$ cat src/rtl/legv8_ctrl_pkg.sv
// Shared definitions for the LEGv8 control sequencer: opcode constants,
// ALU function-select codes, control-word bit positions, the sequencer state
// enum, the instruction-class enum and a control-word packing helper.
package legv8_ctrl_pkg;

  // 11-bit opcodes, instr[31:21]
  localparam logic [10:0] OP_ADD  = 11'b10001011000;
  localparam logic [10:0] OP_SUB  = 11'b11001011000;
  localparam logic [10:0] OP_AND  = 11'b10001010000;
  localparam logic [10:0] OP_ORR  = 11'b10101010000;
  localparam logic [10:0] OP_EOR  = 11'b11001010000;
  localparam logic [10:0] OP_LSL  = 11'b11010011011;
  localparam logic [10:0] OP_LSR  = 11'b11010011010;
  localparam logic [10:0] OP_LDUR = 11'b11111000010;
  localparam logic [10:0] OP_STUR = 11'b11111000000;
  // 10-bit opcodes, instr[31:22]
  localparam logic [9:0]  OP_ADDI = 10'b1001000100;
  localparam logic [9:0]  OP_SUBI = 10'b1101000100;
  // 8-bit opcodes, instr[31:24]
  localparam logic [7:0]  OP_CBZ  = 8'b10110100;
  localparam logic [7:0]  OP_CBNZ = 8'b10110101;
  // 6-bit opcode, instr[31:26]
  localparam logic [5:0]  OP_B    = 6'b000101;

  // FS = {func[2:0], Binvert, Ainvert}
  localparam logic [4:0] FS_AND = 5'b00000;
  localparam logic [4:0] FS_ORR = 5'b00100;
  localparam logic [4:0] FS_ADD = 5'b01000;
  localparam logic [4:0] FS_SUB = 5'b01010;
  localparam logic [4:0] FS_EOR = 5'b01100;
  localparam logic [4:0] FS_LSL = 5'b10000;
  localparam logic [4:0] FS_LSR = 5'b10100;

  // Control-word bit positions
  localparam int CW_SA_LSB   = 20;
  localparam int CW_SB_LSB   = 15;
  localparam int CW_DA_LSB   = 10;
  localparam int CW_REGWRITE = 9;
  localparam int CW_MEMWRITE = 8;
  localparam int CW_FS_LSB   = 3;
  localparam int CW_BSEL     = 2;
  localparam int CW_EN_MEM   = 1;
  localparam int CW_EN_ALU   = 0;

  typedef enum logic [1:0] {FETCH, EXEC, MEMW, HALT} state_e;

  typedef enum logic [3:0] {
    CLS_R, CLS_SHIFT, CLS_IMM, CLS_LDUR, CLS_STUR,
    CLS_CBZ, CLS_CBNZ, CLS_B, CLS_ILLEGAL
  } iclass_e;

  function automatic logic [24:0] pack_cw(
    input logic [4:0] sa, input logic [4:0] sb, input logic [4:0] da,
    input logic rw, input logic mw, input logic [4:0] fs,
    input logic bsel, input logic en_mem, input logic en_alu);
    return {sa, sb, da, rw, mw, fs, bsel, en_mem, en_alu};
  endfunction

endpackage

$ cat src/rtl/legv8_instr_decoder.sv
// Combinational LEGv8 subset decoder.
// Ports:
//   i_instr     - instruction register contents
//   o_cw        - 25-bit datapath control word for the instruction
//   o_constant  - 64-bit immediate for the datapath B input
//   o_br_offset - sign-extended B offset, already scaled by 4
//   o_cb_offset - sign-extended CBZ/CBNZ offset, already scaled by 4
//   o_class     - instruction class
//   o_illegal   - opcode not in the supported subset
module legv8_instr_decoder
  import legv8_ctrl_pkg::*;
(
  input  logic [31:0] i_instr,
  output logic [24:0] o_cw,
  output logic [63:0] o_constant,
  output logic [63:0] o_br_offset,
  output logic [63:0] o_cb_offset,
  output iclass_e     o_class,
  output logic        o_illegal
);

  logic [4:0] w_rd;
  logic [4:0] w_rn;
  logic [4:0] w_rm;

  assign w_rd = i_instr[4:0];
  assign w_rn = i_instr[9:5];
  assign w_rm = i_instr[20:16];

  assign o_br_offset = {{36{i_instr[25]}}, i_instr[25:0], 2'b00};
  assign o_cb_offset = {{43{i_instr[23]}}, i_instr[23:5], 2'b00};
  assign o_illegal   = (o_class == CLS_ILLEGAL);

  // Opcode match, widest opcodes first; narrower formats only when no 11-bit match
  always_comb begin
    o_cw       = 25'd0;
    o_constant = 64'd0;
    o_class    = CLS_ILLEGAL;
    case (i_instr[31:21])
      OP_ADD: begin o_class = CLS_R; o_cw = pack_cw(w_rn, w_rm, w_rd, 1'b1, 1'b0, FS_ADD, 1'b0, 1'b0, 1'b1); end
      OP_SUB: begin o_class = CLS_R; o_cw = pack_cw(w_rn, w_rm, w_rd, 1'b1, 1'b0, FS_SUB, 1'b0, 1'b0, 1'b1); end
      OP_AND: begin o_class = CLS_R; o_cw = pack_cw(w_rn, w_rm, w_rd, 1'b1, 1'b0, FS_AND, 1'b0, 1'b0, 1'b1); end
      OP_ORR: begin o_class = CLS_R; o_cw = pack_cw(w_rn, w_rm, w_rd, 1'b1, 1'b0, FS_ORR, 1'b0, 1'b0, 1'b1); end
      OP_EOR: begin o_class = CLS_R; o_cw = pack_cw(w_rn, w_rm, w_rd, 1'b1, 1'b0, FS_EOR, 1'b0, 1'b0, 1'b1); end
      OP_LSL: begin
        o_class    = CLS_SHIFT;
        o_cw       = pack_cw(w_rn, 5'd0, w_rd, 1'b1, 1'b0, FS_LSL, 1'b1, 1'b0, 1'b1);
        o_constant = {58'd0, i_instr[15:10]};
      end
      OP_LSR: begin
        o_class    = CLS_SHIFT;
        o_cw       = pack_cw(w_rn, 5'd0, w_rd, 1'b1, 1'b0, FS_LSR, 1'b1, 1'b0, 1'b1);
        o_constant = {58'd0, i_instr[15:10]};
      end
      // RegWrite is set here; the sequencer masks it until the last memory cycle
      OP_LDUR: begin
        o_class    = CLS_LDUR;
        o_cw       = pack_cw(w_rn, 5'd0, w_rd, 1'b1, 1'b0, FS_ADD, 1'b1, 1'b1, 1'b0);
        o_constant = {{55{i_instr[20]}}, i_instr[20:12]};
      end
      OP_STUR: begin
        o_class    = CLS_STUR;
        o_cw       = pack_cw(w_rn, w_rd, 5'd0, 1'b0, 1'b1, FS_ADD, 1'b1, 1'b0, 1'b0);
        o_constant = {{55{i_instr[20]}}, i_instr[20:12]};
      end
      default: begin
        if (i_instr[31:22] == OP_ADDI) begin
          o_class    = CLS_IMM;
          o_cw       = pack_cw(w_rn, 5'd0, w_rd, 1'b1, 1'b0, FS_ADD, 1'b1, 1'b0, 1'b1);
          o_constant = {52'd0, i_instr[21:10]};
        end else if (i_instr[31:22] == OP_SUBI) begin
          o_class    = CLS_IMM;
          o_cw       = pack_cw(w_rn, 5'd0, w_rd, 1'b1, 1'b0, FS_SUB, 1'b1, 1'b0, 1'b1);
          o_constant = {52'd0, i_instr[21:10]};
        end else if (i_instr[31:24] == OP_CBZ) begin
          o_class = CLS_CBZ;
          o_cw    = pack_cw(w_rd, 5'd0, 5'd0, 1'b0, 1'b0, FS_ADD, 1'b1, 1'b0, 1'b0);
        end else if (i_instr[31:24] == OP_CBNZ) begin
          o_class = CLS_CBNZ;
          o_cw    = pack_cw(w_rd, 5'd0, 5'd0, 1'b0, 1'b0, FS_ADD, 1'b1, 1'b0, 1'b0);
        end else if (i_instr[31:26] == OP_B) begin
          o_class = CLS_B;
        end else begin
          o_class = CLS_ILLEGAL;
        end
      end
    endcase
  end

endmodule

$ cat src/rtl/legv8_control_unit.sv
// Multi-cycle LEGv8 control sequencer: fetches over valid/ready, drives the
// datapath control word and constant, owns the PC.
// Ports:
//   clock, reset          - rising-edge clock, async active-low reset
//   instr, instr_valid    - instruction at pc and its valid flag
//   instr_ready           - unit accepts instr this cycle
//   status                - datapath flags {V,C,N,Z}; only Z is used
//   control_word          - {SA,SB,DA,RegWrite,MemWrite,FS,Bsel,EN_Mem,EN_ALU}
//   constant              - immediate to datapath
//   pc                    - current instruction address
//   illegal               - sticky flag, undecodable opcode seen
module legv8_control_unit
  import legv8_ctrl_pkg::*;
#(
  parameter int          MEM_LATENCY = 2,
  parameter logic [63:0] PC_RESET    = 64'd0
) (
  input  logic        clock,
  input  logic        reset,
  input  logic [31:0] instr,
  input  logic        instr_valid,
  output logic        instr_ready,
  input  logic [3:0]  status,
  output logic [24:0] control_word,
  output logic [63:0] constant,
  output logic [63:0] pc,
  output logic        illegal
);

  localparam int        CNT_W      = 8;
  localparam bit        LDUR_WAITS = (MEM_LATENCY > 1);
  localparam logic [CNT_W-1:0] CNT_LOAD = CNT_W'(MEM_LATENCY - 2);

  state_e            r_state, w_state_nxt;
  logic [63:0]       r_pc, w_pc_nxt, w_pc_target;
  logic [31:0]       r_ir, w_ir_nxt, w_dec_in;
  logic [CNT_W-1:0]  r_cnt, w_cnt_nxt;
  logic [24:0]       r_cw, w_cw_nxt, w_cw_hold;
  logic [63:0]       r_const, w_const_nxt;
  logic              r_illegal, w_illegal_nxt;
  logic              r_ready;
  logic [24:0]       w_dec_cw;
  logic [63:0]       w_dec_const, w_br_off, w_cb_off;
  iclass_e           w_dec_class;
  logic              w_dec_illegal;
  logic              w_unused_status;

  assign w_unused_status = ^status[3:1];

  // In FETCH the incoming instruction is decoded so the EXEC word can be registered
  assign w_dec_in  = (r_state == FETCH) ? instr : r_ir;
  assign w_cw_hold = w_dec_cw & ~(25'd1 << CW_REGWRITE);

  legv8_instr_decoder u_dec (
    .i_instr     (w_dec_in),
    .o_cw        (w_dec_cw),
    .o_constant  (w_dec_const),
    .o_br_offset (w_br_off),
    .o_cb_offset (w_cb_off),
    .o_class     (w_dec_class),
    .o_illegal   (w_dec_illegal)
  );

  // Next PC at the end of EXEC; Z is sampled here for the conditional branches
  always_comb begin
    w_pc_target = r_pc + 64'd4;
    case (w_dec_class)
      CLS_B:    w_pc_target = r_pc + w_br_off;
      CLS_CBZ:  w_pc_target = status[0]  ? (r_pc + w_cb_off) : (r_pc + 64'd4);
      CLS_CBNZ: w_pc_target = !status[0] ? (r_pc + w_cb_off) : (r_pc + 64'd4);
      default:  w_pc_target = r_pc + 64'd4;
    endcase
  end

  // Sequencer next state and next values of the registered outputs
  always_comb begin
    w_state_nxt   = r_state;
    w_pc_nxt      = r_pc;
    w_ir_nxt      = r_ir;
    w_cnt_nxt     = r_cnt;
    w_cw_nxt      = 25'd0;
    w_const_nxt   = 64'd0;
    w_illegal_nxt = r_illegal;
    case (r_state)
      FETCH: begin
        if (instr_valid && r_ready) begin
          w_ir_nxt = instr;
          if (w_dec_illegal) begin
            w_state_nxt   = HALT;
            w_illegal_nxt = 1'b1;
          end else begin
            w_state_nxt = EXEC;
            w_const_nxt = w_dec_const;
            w_cw_nxt    = (w_dec_class == CLS_LDUR && LDUR_WAITS) ? w_cw_hold : w_dec_cw;
          end
        end else begin
          w_state_nxt = FETCH;
        end
      end
      EXEC: begin
        if (w_dec_class == CLS_LDUR && LDUR_WAITS) begin
          w_state_nxt = MEMW;
          w_cnt_nxt   = CNT_LOAD;
          w_const_nxt = w_dec_const;
          // RegWrite only in the final MEMW cycle
          w_cw_nxt    = (CNT_LOAD == '0) ? w_dec_cw : w_cw_hold;
        end else begin
          w_state_nxt = FETCH;
          w_pc_nxt    = w_pc_target;
        end
      end
      MEMW: begin
        if (r_cnt == '0) begin
          w_state_nxt = FETCH;
          w_pc_nxt    = r_pc + 64'd4;
        end else begin
          w_cnt_nxt   = r_cnt - CNT_W'(1);
          w_const_nxt = w_dec_const;
          w_cw_nxt    = (r_cnt == CNT_W'(1)) ? w_dec_cw : w_cw_hold;
        end
      end
      HALT: begin
        w_state_nxt   = HALT;
        w_illegal_nxt = 1'b1;
      end
      default: begin
        w_state_nxt = FETCH;
      end
    endcase
  end

  // State, PC, IR, wait counter and registered outputs
  always_ff @(posedge clock or negedge reset) begin
    if (!reset) begin
      r_state   <= FETCH;
      r_pc      <= PC_RESET;
      r_ir      <= 32'd0;
      r_cnt     <= '0;
      r_cw      <= 25'd0;
      r_const   <= 64'd0;
      r_illegal <= 1'b0;
      r_ready   <= 1'b0;
    end else begin
      r_state   <= w_state_nxt;
      r_pc      <= w_pc_nxt;
      r_ir      <= w_ir_nxt;
      r_cnt     <= w_cnt_nxt;
      r_cw      <= w_cw_nxt;
      r_const   <= w_const_nxt;
      r_illegal <= w_illegal_nxt;
      r_ready   <= (w_state_nxt == FETCH);
    end
  end

  assign instr_ready  = r_ready;
  assign control_word = r_cw;
  assign constant     = r_const;
  assign pc           = r_pc;
  assign illegal      = r_illegal;

endmodule

$ cat config.mk
export PLATFORM = sky130hd
export DESIGN_NAME = legv8_control_unit
export DESIGN_NICKNAME = d
export VERILOG_FILES = /design/src/rtl/legv8_ctrl_pkg.sv /design/src/rtl/legv8_instr_decoder.sv /design/src/rtl/legv8_control_unit.sv
export SDC_FILE = /design/constraint.sdc
export NUM_CORES = 1
export LEC_CHECK = 0
export CAP_MARGIN = 20
export CORE_ASPECT_RATIO = 1.5
export CORE_MARGIN = 1.5
export CORE_UTILIZATION = 60
export DETAILED_ROUTE_END_ITERATION = 10
export PLACE_DENSITY = 0.94
export SETUP_SLACK_MARGIN = 0.02
export SYNTH_ARGS = -nofsm -noshare
export SYNTH_HDL_FRONTEND = slang
export SYNTH_HIERARCHICAL = 1
export SYNTH_SLANG_ARGS = --single-unit
export TNS_END_PERCENT = 50
$ cat constraint.sdc
create_clock -name clock -period 5.38 [get_ports clock]
set_input_delay 1.076 -clock clock [delete_from_list [all_inputs] [get_ports clock]]
set_output_delay 1.076 -clock clock [all_outputs]
set_load 0.05 [all_outputs]
==> run metrics <==
drt via density=a little under 7; Initial Util=approximately three fifths; met1 Resource Use GR=approximately two fifths; 1st-pass router iterations=6; Worst Hold End=r_ir[17]$_DFFE_PN0P_; vias in the first global route=19216; Post-CTS Repair Setup Buffers=0; most common cell in the synthesized netlist=a21oi_1; fillcell total=approximately 2500; CTS Buf Count=17; DP Wirelength=roughly 50000 microns; RSZ-0062 raised after global routing=no; Crit path required time=just under 6 ns; Min Clock Period, post-route=~5.1 ns; run status=complete, no violations; pin count of the biggest net entering global routing=about 120; n_diodes=0; CP Data Arrival Time=about 5.5 ns; die width=approximately 150 microns; remaining antenna violation count=0; die area=~0.033 sq mm; tightest hold margin=a little over 0.5 ns; CTS Sinks=between 150 and 200; TritonCTS clock tree=done; hold path depth=1; Slew HR=about a third; share of synthesized registers carrying an async set or reset=100%; DR vias=approximately 19000; #FFs+latches synth=197; hold_sp=r_ir[17]$_DFFE_PN0P_; Placeable Area=0.0317 sq mm; Pleak=around 9.1 nW; mapped cell area=0.0193 sq mm; Tot Pwr=around 8.9 mW; Global Route met3 Usage=7.42%; detail-routed net length per standard cell=around 24 microns; most frequent cells after synthesis=a21oi_1 (211), dfrtp_1 (197), buf_4 (189); Fin. Hold Viols=0; Pwr Density=roughly 420 mW/mm^2; Synth area leaders=dfrtp_1 (25%), ha_1 (8.7%), buf_4 (7.3%), a21oi_1 (5.5%), o21ai_0 (4.1%); GRT overflow=0; distinct cell type count after synthesis=96; worst hold path type=register to register; clk buf depth=2; final worst setup slack=roughly 0.32 ns; VDD IR max=approximately 0.00032 V; DRC viols=0; Post-synth EDFFs=0; initial antenna violation count=0; Area Overhead vs Synth=9.55%; Synth top area share=approximately 25%; Iteration-0 DRC Markers=1849; # rows=80; clock latency on the worst-skew pair=0.49 ns; ratio of cells with drive above 1 in the final layout=8.85%; fin crit share=94.0%; routing usage on met2=68.8%; cell taking the most area after synthesis=dfrtp_1; Setup Slack @ Placement=-0.162 ns; Synth Instances=around 2400; Max Clk Rate=0.198 GHz; gr busiest metal=met2; setup TNS=0 ns; Seq/Total Area, Yosys=~25%; FF-to-FF End=pc[48]$_DFFE_PN0P_; global-route usage over all layers=around 40%; reg2reg path depth=16; Post-synth top flop=dfrtp_1; first-pass GRT wire length=around 100000 microns; routability cong.=1.01; quantity of hold-fixing buffers added after cts=0; Critical Path Sink Type=register; crit start category=register; count of final max-slew check failures=0; Worst Path Max Fanout=24; Root Driver=clkbuf_16; Clk pin slew, worst setup/hold paths=roughly 0.080 ns; Final Net Count=between 2000 and 3000; final core occ=about two thirds; r2r startpoint=r_state[1]$_DFF_PN0_; Setup violations, final=0; Max Cap Viol=0; worst reg2reg setup slack=~0.32 ns; Ports=a little under 200; CTS H-tree lvls=4; DIE HEIGHT=between 200 and 250 microns; crit path kind=register to register; syn_area_per_cell=8.09 sq um; synth warn=6; final wirelength=66700 microns; worst-margin pin slew=0.991 ns; I/O Buffers=between 150 and 200; Setup Skew=0.0148 ns
power by group:
group	internal (mW)	total [mW]	switching, mW
Clock	0.679	1.39	0.708
Sequential	1.67	1.84	0.171
Combinational	2.00	5.67	3.67
Total	4.34	8.89	4.55
cell usage in the layout (no fill, tap or decap), types with 14 or more instances in the layout:
cell and n:
and3_1 27, inv_1 53, a22o_1 21, nand2_1 181, clkdlybuf4s50_1 189, a21o_1 65
xor2_1 51, a21oi_1 210, mux2_2 65, o21ai_0 157, nand3_1 69, nor2b_1 17
dfrtp_1 197, nor2_1 148, o31ai_1 17, nor3_1 37, o21ai_1 25, nor4_1 17
nand2b_1 18, o211ai_1 22, a31oi_1 38, and2_1 109, a22oi_1 20, or3_1 14
o22ai_1 27, nand4_1 48, buf_4 74, o21bai_1 28, a211oi_1 17, ha_1 134
clkbuf_16 17, xnor2_1 64, o21a_1 20
worst max path at each step:
| stage | startpoint | to | cells past startpoint |
|---|---|---|---|
| 3_5_place_dp | instr[29] | pc[48]$_DFFE_PN0P_ | 17 |
| 6_report | r_state[1]$_DFF_PN0_ | pc[48]$_DFFE_PN0P_ | 16 |
| 4_1_cts | r_state[0]$_DFF_PN0_ | pc[48]$_DFFE_PN0P_ | 19 |
| 5_1_grt | r_state[0]$_DFF_PN0_ | r_cnt[7]$_DFFE_PN0P_ | 17 |
| 2_1_floorplan | r_state[1]$_DFF_PN0_ | pc[36]$_DFFE_PN0P_ | 21 |
| 3_3_place_gp | instr[29] | pc[48]$_DFFE_PN0P_ | 17 |
per-layer routing:
| layer | up-vias | wire length, microns |
|---|---|---|
| li1 | 8591 | - |
| met5 | - | 0 |
| met2 | 1264 | 32200 |
| met3 | 437 | 5930 |
| met4 | 0 | 6130 |
| met1 | 9074 | 22400 |
layout make-up:
type | count | area (sq um) | area share, %
timing repair buffer | 266 | 2500 | 11.8
tap | 410 | 513 | 2.42
inverter | 53 | 199 | 0.939
sequential | 197 | 4930 | 23.3
multi-input combinational | 1848 | 12400 | 58.6
clock inverter | 15 | 201 | 0.951
clock buffer | 17 | 425 | 2.01
per-stage QoR:
stage	std cells	instance area (sq um)
2_1_floorplan	2395	19300
3_3_place_gp	2774	20500
3_5_place_dp	2774	20500
4_1_cts	2806	21200
5_1_grt	2806	21200
6_report	2806	21200
sequential cells by signal, summed over array words and instances, names as in the netlist:
name and cells:
r_cnt 8, instr_ready 1, pc 64, r_state 2
illegal 1, constant 64, control_word 25, r_ir 32
logic make-up after synthesis:
| kind of cell | share of synthesized area (%) |
|---|---|
| compound gates | 25.3 |
| simple gates | 20.3 |
| buf+inv | 10.6 |
| flops | 25.5 |
| fa+ha+maj | 8.88 |
| xor+xnor | 5.21 |
| mux | 4.15 |
| other cells | 0.0194 |
critical path, stage by stage, from the launching register on:
cell	delay [ns]
dfrtp_1	0.44
inv_1	0.11
ha_1	0.32
buf_12	0.22
mux2_2	0.46
nand4bb_1	0.27
nor4bb_1	0.59
or3_1	0.39
nor2b_1	0.16
nand2b_1	0.20
nor2_1	0.29
o21ai_1	0.27
nor2_1	0.19
nand2_1	0.16
buf_4	0.24
or4_1	0.53
nand4_1	0.10
timing repair:
item                       4_1_cts  5_1_grt
gates resized for setup          0        4
hold endpoints to repair         0        0
setup endpoints to repair        0       25
Note: power is estimated with default switching activity, not from simulation.
